[src/rtl/smart_toilet_pkg.sv]
// rtl/smart_toilet_pkg.sv - shared phase codes, valve vector and widths for the pump sequencer
package smart_toilet_pkg;

  localparam int CNT_W_DEF = 16;
  localparam int REP_W_DEF = 4;

  // Phase codes double as the externally visible phase output
  localparam logic [2:0] S_IDLE  = 3'd0;
  localparam logic [2:0] S_PRIME = 3'd1;
  localparam logic [2:0] S_INJ   = 3'd2;
  localparam logic [2:0] S_MIX   = 3'd3;
  localparam logic [2:0] S_FLUSH = 3'd4;
  localparam logic [2:0] S_DONE  = 3'd5;

  typedef struct packed {
    logic soln1;
    logic soln2;
    logic soln3;
    logic flush;
  } valves_t;

  // soln3 feeds the serpentine delay chain, so it stays open through injection
  function automatic valves_t valve_decode(input logic [2:0] st);
    valves_t v;
    v = '0;
    case (st)
      S_PRIME: v.soln3 = 1'b1;
      S_INJ: begin
        v.soln1 = 1'b1;
        v.soln2 = 1'b1;
        v.soln3 = 1'b1;
      end
      S_FLUSH: v.flush = 1'b1;
      default: v = '0;
    endcase
    return v;
  endfunction

endpackage

[src/rtl/smart_toilet_pump_seq_timer.sv]
// rtl/smart_toilet_pump_seq_timer.sv - shared phase down-counter with load and zero flag
module seq_phase_timer #(
  parameter int CNT_W = 16
) (
  input  logic             clk,
  input  logic             rst,
  input  logic             load,
  input  logic [CNT_W-1:0] load_val,
  output logic             zero
);

  localparam logic [CNT_W-1:0] CNT_ONE = CNT_W'(1);

  logic [CNT_W-1:0] cnt;

  // Load on phase entry, otherwise count down and park at zero
  always_ff @(posedge clk or posedge rst) begin
    if (rst) begin
      cnt <= '0;
    end else if (load) begin
      cnt <= load_val;
    end else if (cnt != '0) begin
      cnt <= cnt - CNT_ONE;
    end
  end

  assign zero = (cnt == '0);

endmodule

[src/rtl/smart_toilet_pump_seq.sv]
// rtl/smart_toilet_pump_seq.sv - valve/pump sequencer for the smart-toilet fluidic assay chip
module smart_toilet_pump_seq
  import smart_toilet_pkg::*;
#(
  parameter int CNT_W = CNT_W_DEF,
  parameter int REP_W = REP_W_DEF
) (
  input  logic             clk,
  input  logic             rst,
  input  logic             start,
  input  logic             abort,
  input  logic [CNT_W-1:0] prime_cyc,
  input  logic [CNT_W-1:0] inj_cyc,
  input  logic [CNT_W-1:0] mix_cyc,
  input  logic [CNT_W-1:0] flush_cyc,
  input  logic [REP_W-1:0] reps,
  output logic             v_soln1,
  output logic             v_soln2,
  output logic             v_soln3,
  output logic             v_flush,
  output logic             busy,
  output logic             done,
  output logic             aborted,
  output logic [2:0]       phase,
  output logic [REP_W-1:0] rep_idx
);

  localparam logic [CNT_W-1:0] CNT_ONE = CNT_W'(1);
  localparam logic [REP_W-1:0] REP_ONE = REP_W'(1);

  logic [2:0]       state, state_nxt;
  logic [REP_W-1:0] rep_q, rep_nxt;
  logic             abf_q, abf_nxt;

  logic [CNT_W-1:0] sh_prime, sh_inj, sh_mix, sh_flush;
  logic [REP_W-1:0] sh_last;

  logic [CNT_W-1:0] d_prime, d_inj, d_mix, d_flush;
  logic [REP_W-1:0] d_last;
  logic             nz_p, nz_i, nz_m, nz_f;

  logic             accept;
  logic             adv, end_run;
  logic [2:0]       tgt;
  logic             load;
  logic [CNT_W-1:0] load_val;
  logic             tmr_zero;

  valves_t          valves_q;
  logic             busy_q, done_q, aborted_q;

  // First pass phase at or after 'from' with a nonzero duration; S_IDLE when none remain
  function automatic logic [2:0] first_nz(input logic [2:0] from, input logic p, input logic i,
                                          input logic m);
    logic [2:0] r;
    r = S_IDLE;
    if (from <= S_MIX && m) r = S_MIX;
    if (from <= S_INJ && i) r = S_INJ;
    if (from <= S_PRIME && p) r = S_PRIME;
    return r;
  endfunction

  assign accept = (state == S_IDLE) && start && !abort;

  // In IDLE the live inputs decide the first phase on the accepting edge
  assign d_prime = (state == S_IDLE) ? prime_cyc : sh_prime;
  assign d_inj   = (state == S_IDLE) ? inj_cyc   : sh_inj;
  assign d_mix   = (state == S_IDLE) ? mix_cyc   : sh_mix;
  assign d_flush = (state == S_IDLE) ? flush_cyc : sh_flush;
  assign d_last  = (state == S_IDLE) ? ((reps == '0) ? '0 : reps - REP_ONE) : sh_last;

  assign nz_p = (d_prime != '0);
  assign nz_i = (d_inj   != '0);
  assign nz_m = (d_mix   != '0);
  assign nz_f = (d_flush != '0);

  // Next-state: zero-length phases are skipped so the chain resolves within one edge
  always_comb begin
    state_nxt = state;
    rep_nxt   = rep_q;
    abf_nxt   = abf_q;
    adv       = 1'b0;
    end_run   = 1'b0;
    tgt       = S_IDLE;
    case (state)
      S_IDLE: begin
        if (accept) begin
          adv     = 1'b1;
          rep_nxt = '0;
          abf_nxt = 1'b0;
          tgt     = first_nz(S_PRIME, nz_p, nz_i, nz_m);
          end_run = (tgt == S_IDLE);
        end
      end
      S_PRIME, S_INJ, S_MIX: begin
        if (abort) begin
          adv     = 1'b1;
          abf_nxt = 1'b1;
          end_run = 1'b1;
        end else if (tmr_zero) begin
          adv = 1'b1;
          tgt = first_nz(state + 3'd1, nz_p, nz_i, nz_m);
          if (tgt == S_IDLE) begin
            if (rep_q < d_last) begin
              rep_nxt = rep_q + REP_ONE;
              tgt     = first_nz(S_PRIME, nz_p, nz_i, nz_m);
            end else begin
              end_run = 1'b1;
            end
          end
        end
      end
      S_FLUSH: begin
        if (tmr_zero) state_nxt = S_DONE;
      end
      S_DONE: state_nxt = S_IDLE;
      default: state_nxt = S_IDLE;
    endcase
    if (adv) state_nxt = end_run ? (nz_f ? S_FLUSH : S_DONE) : tgt;
  end

  // Timer is loaded with N-1 whenever a timed phase is entered
  always_comb begin
    load     = adv && (state_nxt != S_DONE);
    load_val = '0;
    case (state_nxt)
      S_PRIME: load_val = d_prime - CNT_ONE;
      S_INJ:   load_val = d_inj - CNT_ONE;
      S_MIX:   load_val = d_mix - CNT_ONE;
      S_FLUSH: load_val = d_flush - CNT_ONE;
      default: load_val = '0;
    endcase
  end

  seq_phase_timer #(
    .CNT_W(CNT_W)
  ) u_timer (
    .clk     (clk),
    .rst     (rst),
    .load    (load),
    .load_val(load_val),
    .zero    (tmr_zero)
  );

  // Shadow copies of the run parameters, captured only when a start is accepted
  always_ff @(posedge clk or posedge rst) begin
    if (rst) begin
      sh_prime <= '0;
      sh_inj   <= '0;
      sh_mix   <= '0;
      sh_flush <= '0;
      sh_last  <= '0;
    end else if (accept) begin
      sh_prime <= prime_cyc;
      sh_inj   <= inj_cyc;
      sh_mix   <= mix_cyc;
      sh_flush <= flush_cyc;
      sh_last  <= d_last;
    end
  end

  // State and every output register move on the same edge, so valves never glitch
  always_ff @(posedge clk or posedge rst) begin
    if (rst) begin
      state     <= S_IDLE;
      rep_q     <= '0;
      abf_q     <= 1'b0;
      valves_q  <= '0;
      busy_q    <= 1'b0;
      done_q    <= 1'b0;
      aborted_q <= 1'b0;
    end else begin
      state     <= state_nxt;
      rep_q     <= rep_nxt;
      abf_q     <= abf_nxt;
      valves_q  <= valve_decode(state_nxt);
      busy_q    <= (state_nxt != S_IDLE);
      done_q    <= (state_nxt == S_DONE);
      aborted_q <= (state_nxt == S_DONE) && abf_nxt;
    end
  end

  assign v_soln1 = valves_q.soln1;
  assign v_soln2 = valves_q.soln2;
  assign v_soln3 = valves_q.soln3;
  assign v_flush = valves_q.flush;
  assign busy    = busy_q;
  assign done    = done_q;
  assign aborted = aborted_q;
  assign phase   = state;
  assign rep_idx = rep_q;

endmodule

[config.mk]
export PLATFORM = sky130hd
export DESIGN_NAME = smart_toilet_pump_seq
export DESIGN_NICKNAME = d
export VERILOG_FILES = /design/src/rtl/smart_toilet_pkg.sv /design/src/rtl/smart_toilet_pump_seq_timer.sv /design/src/rtl/smart_toilet_pump_seq.sv
export SDC_FILE = /design/constraint.sdc
export NUM_CORES = 1
export LEC_CHECK = 0
export CAP_MARGIN = 0
export CORE_MARGIN = 1
export CORE_UTILIZATION = 45
export DETAILED_ROUTE_END_ITERATION = 8
export MAX_ROUTING_LAYER = met4
export PLACE_DENSITY = 0.71
export RECOVER_POWER = 100
export SYNTH_ARGS = -nofsm -noshare
export SYNTH_HDL_FRONTEND = slang
export SYNTH_SLANG_ARGS = --single-unit
[constraint.sdc]
create_clock -name clk -period 6 [get_ports clk]
set_input_delay 1.2 -clock clk [delete_from_list [all_inputs] [get_ports clk]]
set_output_delay 1.2 -clock clk [all_outputs]
set_load 0.005 [all_outputs]
# After elaboration in Yosys (flattened, before gate mapping)
# Index checks and enable logic that the tools add are counted.
[totals]
register_bits = 99
input_bits = 72
out_inout_bits = 14
[op_classes]
eq_ne = 15
n_reduce_logical = 25
muxes = 53
magnitude_cmp = 4
addsub = 8
[op_table]
columns = ["cell", "count"]
rows = [
  ["16-bit 2-to-1 mux", 6],
  ["16-bit nonzero test", 5],
  ["16-bit by 1-bit subtractor with 16-bit output (second input constant)", 5],
  ["16-bit one-hot mux with 4 select lines", 1],
  ["3-bit 2-to-1 mux", 16],
  ["4-bit 2-to-1 mux", 7],
  ["16-bit logical NOT", 1],
  ["1-bit 2-to-1 mux", 13],
  ["3-bit by 2-bit equality test with 1-bit output (second input constant)", 4],
  ["3-bit one-hot mux with 2 select lines", 2],
  ["2-bit inequality test (second input constant)", 5],
  ["3-bit equality test (second input constant)", 3],
  ["3-bit logical NOT", 3],
  ["2-bit 2-to-1 mux", 4],
  ["4-bit one-hot mux with 2 select lines", 1],
  ["1-bit logical AND", 7],
  ["3-bit by 1-bit equality test with 1-bit output (second input constant)", 2],
  ["3-bit by 2-bit less-or-equal comparator with 1-bit output (second input constant)", 2],
  ["1-bit one-hot mux with 2 select lines", 3],
  ["6-bit AND reduction", 1],
  ["4-bit by 1-bit adder with 4-bit output (second input constant)", 1],
  ["4-bit logical NOT", 1],
  ["4-bit < comparator", 1],
  ["2-bit nonzero test", 2],
  ["9 further kinds", 9],
]

# Depth between registers and ports, before layout
# Gate-level depths: netlist (run 1).
[logic_depth]
ltp_word = 20
mapped_depth = 27
ltp_nobuf = 20

# Cells and area by module
# Synthesis (run 1) repeated with hierarchy kept, for this count alone.
[unflattened]
hier_cells = 826
hier_area_um2 = 6652.6
[modules_own_cells]
columns = ["mod", "area_each_um2", "instances", "cells_each"]
rows = [
  ["smart_toilet_pump_seq", 5659.2, 1, 724],
  ["seq_phase_timer", 993.5, 1, 102],
]

# Worst setup path after synthesis (run 1)
# OpenSTA, ideal clock, no wires.
[synth_timing]
kind = "register to register"
from = "register state[0] (netlist: phase[0])"
to = "register u_timer.cnt[14]"
stages_incl_launch_ff = 26
path_slack_ns = 0.141
required_time_ns = 5.860
synth_period_minus_slack_ns = 5.859
setup_time_ns = 0.140
arrival_time_ns = 5.719
n_path_buf = 6
path_cell_list = "dfrtp_1 -> inv_1 -> ha_1 -> nor2b_1 -> clkbuf_1 -> buf_1 -> buf_1 -> clkbuf_1 -> o311a_1 -> a21oi_1 -> ha_1 -> and2_1 -> nor4_1 -> a2111o_1 -> nor4_4 -> or3_1 -> buf_2 -> or2_4 -> inv_2 -> a21oi_1 -> a221o_1 -> or3_1 -> buf_6 -> nor4_2 -> xor2_1 -> o22ai_1"
[synth_via]
elab_chain_len = 20
word_cells_on_any_way = 71
classes_between = "add/sub: 5; order compare: 4; eq/ne: 9; mux: 37; reduce/logical: 16"
[synth_lines]
columns = ["item", "line_no", "source"]
rows = [
  ["start: declaration", "smart_toilet_pump_seq.sv:31", "logic [2:0] state, state_nxt;"],
  ["start signal: assignment", "smart_toilet_pump_seq.sv:173", "state <= state_nxt;"],
  ["parallel branches: the longest is 20 deep, another holds 3-bit by 1-bit adder with 3-bit output", "-", ""],
  ["end signal: assignment", "smart_toilet_pump_seq_timer.sv:21", "cnt <= load_val;"],
  ["end signal: assignment", "smart_toilet_pump_seq_timer.sv:23", "cnt <= cnt - CNT_ONE;"],
  ["end: declaration", "smart_toilet_pump_seq_timer.sv:14", "logic [CNT_W-1:0] cnt;"],
]
# Parallel ways; which one is timed is not known. The select of a mux whose other input is x is not followed.
# A chain may end at the register's enable or synchronous reset.

# Worst setup path after layout (run 1)
[layout_timing]
from = "input reps[0]"
to = "register u_timer.cnt[15]"
[layout_via]
elab_chain_len = 14
word_cells_on_any_way = 26
classes_between = "add/sub: 1; order compare: 1; eq/ne: 5; mux: 16; reduce/logical: 3"
[layout_lines]
columns = ["item", "line_no", "source"]
rows = [
  ["start: declaration", "smart_toilet_pump_seq.sv:16", "input logic [REP_W-1:0] reps,"],
  ["4-bit by 1-bit subtractor with 4-bit output / 4-bit logical NOT (equally long branches)", "smart_toilet_pump_seq.sv:70", "assign d_last = (state == S_IDLE) ? ((reps == '0) ? '0 : reps - REP_ONE) : sh_last;"],
  ["4-bit 2-to-1 mux * (2 in a row)", "smart_toilet_pump_seq.sv:70", ""],
  ["4-bit < comparator *", "smart_toilet_pump_seq.sv:104", "if (rep_q < d_last) begin"],
  ["3-bit 2-to-1 mux / 1-bit 2-to-1 mux (equally long branches)", "smart_toilet_pump_seq.sv:104", ""],
  ["3-bit 2-to-1 mux / 1-bit 2-to-1 mux (equally long branches)", "smart_toilet_pump_seq.sv:103", "if (tgt == S_IDLE) begin"],
  ["3-bit 2-to-1 mux / 1-bit 2-to-1 mux (equally long branches)", "smart_toilet_pump_seq.sv:100", "end else if (tmr_zero) begin"],
  ["3-bit 2-to-1 mux / 1-bit 2-to-1 mux (equally long branches)", "smart_toilet_pump_seq.sv:96", "if (abort) begin"],
  ["3-bit one-hot mux with 2 select lines / 1-bit one-hot mux with 2 select lines (equally long branches)", "smart_toilet_pump_seq.sv:85", "case (state)"],
  ["3-bit 2-to-1 mux * (2 in a row)", "smart_toilet_pump_seq.sv:119", "if (adv) state_nxt = end_run ? (nz_f ? S_FLUSH : S_DONE) : tgt;"],
  ["3-bit equality test (tied with other cells)", "smart_toilet_pump_seq.sv:126", "case (state_nxt)"],
  ["16-bit one-hot mux with 4 select lines / 1-bit logical AND (equally long branches)", "smart_toilet_pump_seq.sv:126, smart_toilet_pump_seq.sv:124", ""],
  ["16-bit 2-to-1 mux / 2-bit nonzero test (equally long branches)", "-", ""],
]
# Mark *: on every way between the ends. The rest lies on a longest branch, timed or not.

==> impl_metrics.ini, run 1 <==
[grt]
grt_max_degree = 67
grt_overflow_total = 0
grt_pass1_wl_microns = 31800
antenna_found_initial = 0
grt_use_total = 0.287
grt_pass1_vias = 5970

[logic_synthesis]
synthTopCellsByCount = 295 x nand2_1, 98 x dfrtp_1, 39 x nor4_1
yosysUniqueCellTypes = 74
synth-simple-area-share = 0.342
synth_area_per_cell_sq_um = 7.95
synth_top_family_by_area = simple AND/OR/NAND/NOR gates
synth_cells = 821
synth.largest_area_cell = dfrtp_1
synth.mux.area_fraction = 0.0460
synthTopCellsByArea = dfrtp_1 38%, nand2_1 17%, nor4_1 3.7%
ys_ff_latch = 98
synth-main-ff-cell = dfrtp_1
yosysMostFrequentCell = nand2_1
synthesis.nets = 906
synth_area_sq_mm = 0.00653
synth_xor_area_frac = 0.0402
synthAdderAreaFrac = 0.0249
synth-edff-count = 0
async_flop_share = 1.00
synth-compound-area-share = 0.132
yosysWarnings = 0
synth-seq-area-share = 0.376
netlist.area_leader.share = 0.376

[setup_path]
cp-end-kind = flip-flop
critPathArrivalTime_ns = 5.84
cp_max_fo = 17
rr_worst_depth = 20
cp-start-kind = primary input
r2r-start = phase[0]$_DFF_PP0_
r2r_slack_ns = 0.49
cp.required_ns = 6.22
crit_type = primary input to flip-flop
r2r-end = u_timer.cnt[15]$_DFFE_PP0P_

[run]
max_cap_viol_count = 4

[power]
pwr_density_cell_mw_per_mm2 = 600
intPower_w = 0.00241
switching_power_w = 0.00227
p_comb_frac = 0.609
p_sw_frac = 0.485
clkPwrFrac = 0.125
p_seq_frac = 0.266
irDropWorstVdd_mv = 0.228
p_leak_nw = 3.44

[timing]
finalSetupViolCount = 0
drv_slew = 235
hold_viol_final = 0
rsz0062_at_grt = false
setup_ws_ns = 0.380
tightest_slew_ns = 3.11
period_share = 0.937
fmaxAchievable_ghz = 0.178
min_period_ns = 5.62
slew_headroom = -1.08
fin_skew_ns = 0.00957
setup-tns-final_ns = 0

[drt]
postRouteAntennaNets = 0
routedWlPerCell_microns = 18.3
drt-initial-drc-count = 572
vias = 6296
wirelength_microns = 19600
drt-vias-per-instance = 5.87
first_pass_iters = 6
drcViolationCount = 0

[die]
fp.dieW_microns = 122
start_util = 0.465
placeableCoreArea_sq_mm = 0.0140
ioPinCount = 86
num_rows = 43
die_h_microns = 122
dieArea_sq_mm = 0.0150

[worst_hold_path]
hold-path-cell-count = 2
min_from = abf_q$_DFF_PP0_
whs_endpoint = abf_q$_DFF_PP0_
hold_class = flip-flop to flip-flop

[outcome]
outcome = finished with violations
violations = capacitance limit, slew limit

[cells_and_area]
n_antenna_cell = 0
layout.nets = 973
syn_to_final_growth_pct = 19.2
drive_gt1_frac = 0.0617

[clock_network]
cts_tree = yes
hold_buffers = 0
cts_root_buf = clkbuf_16
clock_path_buffers = 2
clk_pin_slew_ns = 0.06
cts_sinks = 98
cts_setup_buffers = 0
numCtsBuffers = 9
h-tree-depth = 3
clock_latency_ns = 0.36

[place]
io_buffers = 85
dp_slack_ns = 0.0148
hpwl_microns = 14500
gp_congestion = 1.06
[flip-flops by register name, indices dropped and copies added, names as in the netlist, 3 cells and up]
register,flops
sh_flush,16
sh_inj,16
u_timer.cnt,16
sh_prime,16
phase,3
sh_last,4
rep_idx,4
sh_mix,16
[power groups by stage]
| stage | registers [W] | logic [W] | clock network (W) |
|---|---|---|---|
| floorplan | 0.00116 | 0.00212 | 0 |
| global placement | 0.00124 | 0.00281 | 0 |
| detailed placement | 0.00124 | 0.00285 | 0 |
| CTS | 0.00123 | 0.00286 | 0.000596 |
| global route | 0.00128 | 0.00312 | 0.000619 |
| finish | 0.00124 | 0.00285 | 0.000583 |
[area by class of cell]
type	instances	area, sq um
clock buffers	13	250
clock inverters	2	37.5
fillers	1317	6260
inverters	14	53.8
multi-input cells	664	3810
flip-flops and latches	98	2450
well taps	180	225
repair buffers	101	956
[placed cells by master, fill, tap and decap left out, types with 19 or more instances in the layout]
| cell type | synthesis | layout |
|---|---|---|
| mux2i_1 | 21 | 21 |
| a21oi_1 | 29 | 29 |
| nor4_1 | 39 | 42 |
| clkdlybuf4s50_1 | 0 | 68 |
| nor2_1 | 27 | 27 |
| o21ai_0 | 18 | 19 |
| xnor2_1 | 21 | 21 |
| nor3_1 | 25 | 26 |
| nand2_1 | 295 | 295 |
| o22ai_1 | 19 | 19 |
| dfrtp_1 | 98 | 98 |
[kinds of logic after synthesis]
family / after synthesis
buffers and inverters: 59
XOR/XNOR: 30
AND/OR/NAND/NOR: 467
flip-flops: 98
AO/OA/AOI/OAI: 127
adder cells (fa/ha/maj): 13
multiplexers: 27
[per-stage QoR]
step / cells / instance area, sq um / utilization / hold slack (ns) / power [W]
final: 1072 / 7780 / 0.554 / 0.485 / 0.00467
after floorplan: 821 / 6530 / - / 0.440 / 0.00328
after global placement: 1057 / 7540 / 0.537 / 0.460 / 0.00405
after CTS: 1072 / 7830 / 0.558 / 0.485 / 0.00469
after detailed placement: 1057 / 7540 / 0.537 / 0.471 / 0.00409
after global routing: 1072 / 7780 / 0.554 / 0.511 / 0.00502
[critical path, cell delays in order]
cell,delay [ns]
clkdlybuf4s50_1,0.49
nor2_1,0.15
nand2_1,0.07
o211ai_1,0.15
o21ai_0,0.15
ha_1,0.31
o211a_1,0.14
nor3_1,0.05
a2111o_1,0.42
nor4_4,0.42
or3_1,0.21
or2_4,0.24
inv_2,0.14
buf_4,0.18
nand2_1,0.19
o211ai_1,0.17
or3_1,0.52
nor4_1,0.36
xnor2_1,0.18
o22ai_2,0.08
[what timing repair did]
item	CTS	global route
endpoints found under the hold margin	0	0
setup endpoints to repair	0	6
resized for setup	0	1
[per-layer routing]
metal | GRT usage | wire length [microns]
met1 | 0.385 | 8970
met2 | 0.418 | 8500
met3 | 0.0637 | 1460
met4 | 0.115 | 659
met5 | - | 0
[worst max path at each step]
stage                  startpoint                           to  slack [ns]  cells after the start
2_1_floorplan  phase[0]$_DFF_PP0_  u_timer.cnt[14]$_DFFE_PP0P_        0.14                     25
3_3_place_gp              reps[0]  u_timer.cnt[14]$_DFFE_PP0P_        0.14                     16
3_5_place_dp              reps[0]  u_timer.cnt[14]$_DFFE_PP0P_        0.01                     16
4_1_cts                   reps[0]  u_timer.cnt[14]$_DFFE_PP0P_        0.40                     16
5_1_grt                   reps[0]  u_timer.cnt[15]$_DFFE_PP0P_        0.05                     20
6_report                  reps[0]  u_timer.cnt[15]$_DFFE_PP0P_        0.38                     20
Note: power is estimated with default switching activity, not from simulation.
==> run 2, diff against run 1 <==
--- a/config.mk
+++ b/config.mk
@@ -7,10 +7,10 @@
 export LEC_CHECK = 0
 export CAP_MARGIN = 0
 export CORE_MARGIN = 1
-export CORE_UTILIZATION = 45
+export CORE_UTILIZATION = 47
 export DETAILED_ROUTE_END_ITERATION = 8
 export MAX_ROUTING_LAYER = met4
-export PLACE_DENSITY = 0.71
+export PLACE_DENSITY = 0.73
 export RECOVER_POWER = 100
 export SYNTH_ARGS = -nofsm -noshare
 export SYNTH_HDL_FRONTEND = slang
==> impl_metrics.ini, run 2 (synthesis gave the netlist of run 1 again) <==
[cells_and_area]
utilization = 0.586
drive_gt1_frac = 0.0702
final_common_cell = nand2_1
syn_to_final_growth_pct = 20.2
layout.nets = 977
layout_common_cells = 295 x nand2_1, 98 x dfrtp_1, 68 x clkdlybuf4s50_1, 43 x nor4_1, 29 x a21oi_1
n_antenna_cell = 0

[timing]
hold_viol_final = 0
slew_headroom = -1.08
fin_skew_ns = 0.0109
fin_hold_ws_ns = 0.477
min_period_ns = 5.62
finalSetupViolCount = 0
setup-tns-final_ns = 0
rsz0062_at_grt = false
period_share = 0.936
fmaxAchievable_ghz = 0.178
tightest_slew_ns = 3.11
drv_slew = 241

[die]
start_util = 0.487
placeableCoreArea_sq_mm = 0.0134
fp.dieW_microns = 120
num_rows = 42
dieArea_sq_mm = 0.0144
ioPinCount = 86
die_h_microns = 120

[power]
p_leak_nw = 3.49
pwr_density_cell_mw_per_mm2 = 610
total_power_w = 0.00479
irDropWorstVdd_mv = 0.234

[clock_network]
clock_path_buffers = 2
cts_resized = 0
cts_sinks = 98
h-tree-depth = 3
clock_latency_ns = 0.36
clk_pin_slew_ns = 0.07
cts_setup_buffers = 0
cts_tree = yes
numCtsBuffers = 9
hold_buffers = 0
cts_root_buf = clkbuf_16

[setup_path]
cp-end-kind = flip-flop
cp.required_ns = 6.22
crit_type = primary input to flip-flop
critPathArrivalTime_ns = 5.83
crit_buf_inv = 1
crit_chain = dlygate4sd3_1 -> nor4_1 -> and4_1 -> o22ai_1 -> nor4_4 -> o21a_1 -> a211o_1 -> nand3_1 -> a221o_1 -> or3_1 -> nor4_1 -> xor2_1 -> o22ai_1
cp-start-kind = primary input
max_stage_delay_ns = 0.60
cpLargestDelayFamily = simple AND/OR/NAND/NOR gates
cp_max_fo = 12
critPathSlowestCell = dlygate4sd3_1

[drt]
wirelength_microns = 19700
vias = 6402
postRouteAntennaNets = 0
drt-initial-drc-count = 671
drt-vias-per-instance = 5.97
first_pass_iters = 5
drcViolationCount = 0
routedWlPerCell_microns = 18.3

[run]
max_cap_viol_count = 4

[place]
io_buffers = 85
hpwl_microns = 14500
gp_congestion = 0.966

[grt]
grt_pass1_wl_microns = 31800
grt_use_total = 0.293
grt_max_degree = 73
antenna_found_initial = 0
grt_pass1_vias = 5806
grt_overflow_total = 0

[outcome]
outcome = finished with violations
violations = capacitance limit, slew limit

[worst_hold_path]
hold_class = flip-flop to flip-flop
==> run 2: power by group <==
| part | leakage, nW | internal, W | switching, W |
|---|---|---|---|
| Sequential | 1.24 | 0.000958 | 0.000279 |
| Combinational | 2.09 | 0.00115 | 0.00174 |
| Clock | 0.162 | 0.000390 | 0.000265 |
| Total | 3.49 | 0.00250 | 0.00229 |
==> run 2: layout make-up <==
cell class              instances  area (sq um)
multi-input cells             664          3790
clock inverters                 5          85.1
fillers                      1227          5550
well taps                     176           220
flip-flops and latches         98          2450
clock buffers                  11           253
inverters                      14          53.8
repair buffers                105           990
==> run 2: stage by stage <==
stage | instance area [sq um] | instances | setup slack [ns]
2_1_floorplan | 6530 | 821 | 0.141
5_1_grt | 7850 | 1073 | 0.0897
3_5_place_dp | 7570 | 1057 | 0.111
4_1_cts | 7910 | 1073 | 0.473
3_3_place_gp | 7570 | 1057 | 0.212
6_report | 7850 | 1073 | 0.384
==> run 2: final timing paths <==
path	start	end	slack, ns	cells past startpoint
max	inj_cyc[15]	u_timer.cnt[14]$_DFFE_PP0P_	0.38	13
min	abf_q$_DFF_PP0_	abf_q$_DFF_PP0_	0.48	2
max reg2reg	phase[0]$_DFF_PP0_	u_timer.cnt[14]$_DFFE_PP0P_	0.43	19
min reg2reg	abf_q$_DFF_PP0_	abf_q$_DFF_PP0_	0.48	2
max in group asynchronous	rst	sh_mix[13]$_DFFE_PP0P_	1.01	3
min in group asynchronous	rst	sh_last[2]$_DFFE_PP0P_	1.99	2
==> run 2: routing by layer <==
layer	global-route usage	share of wire	vias up
li1	-	-	3035
met1	0.412	0.46	3037
met2	0.424	0.44	294
met3	0.0380	0.072	36
met4	0.123	0.028	0
met5	-	0	-
==> run 2: tightest hold or removal path, cell delays in order, from the launching register on <==
cell and delay [ns]:
dfrtp_1 0.33, nand2_1 0.06, nand2_1 0.06
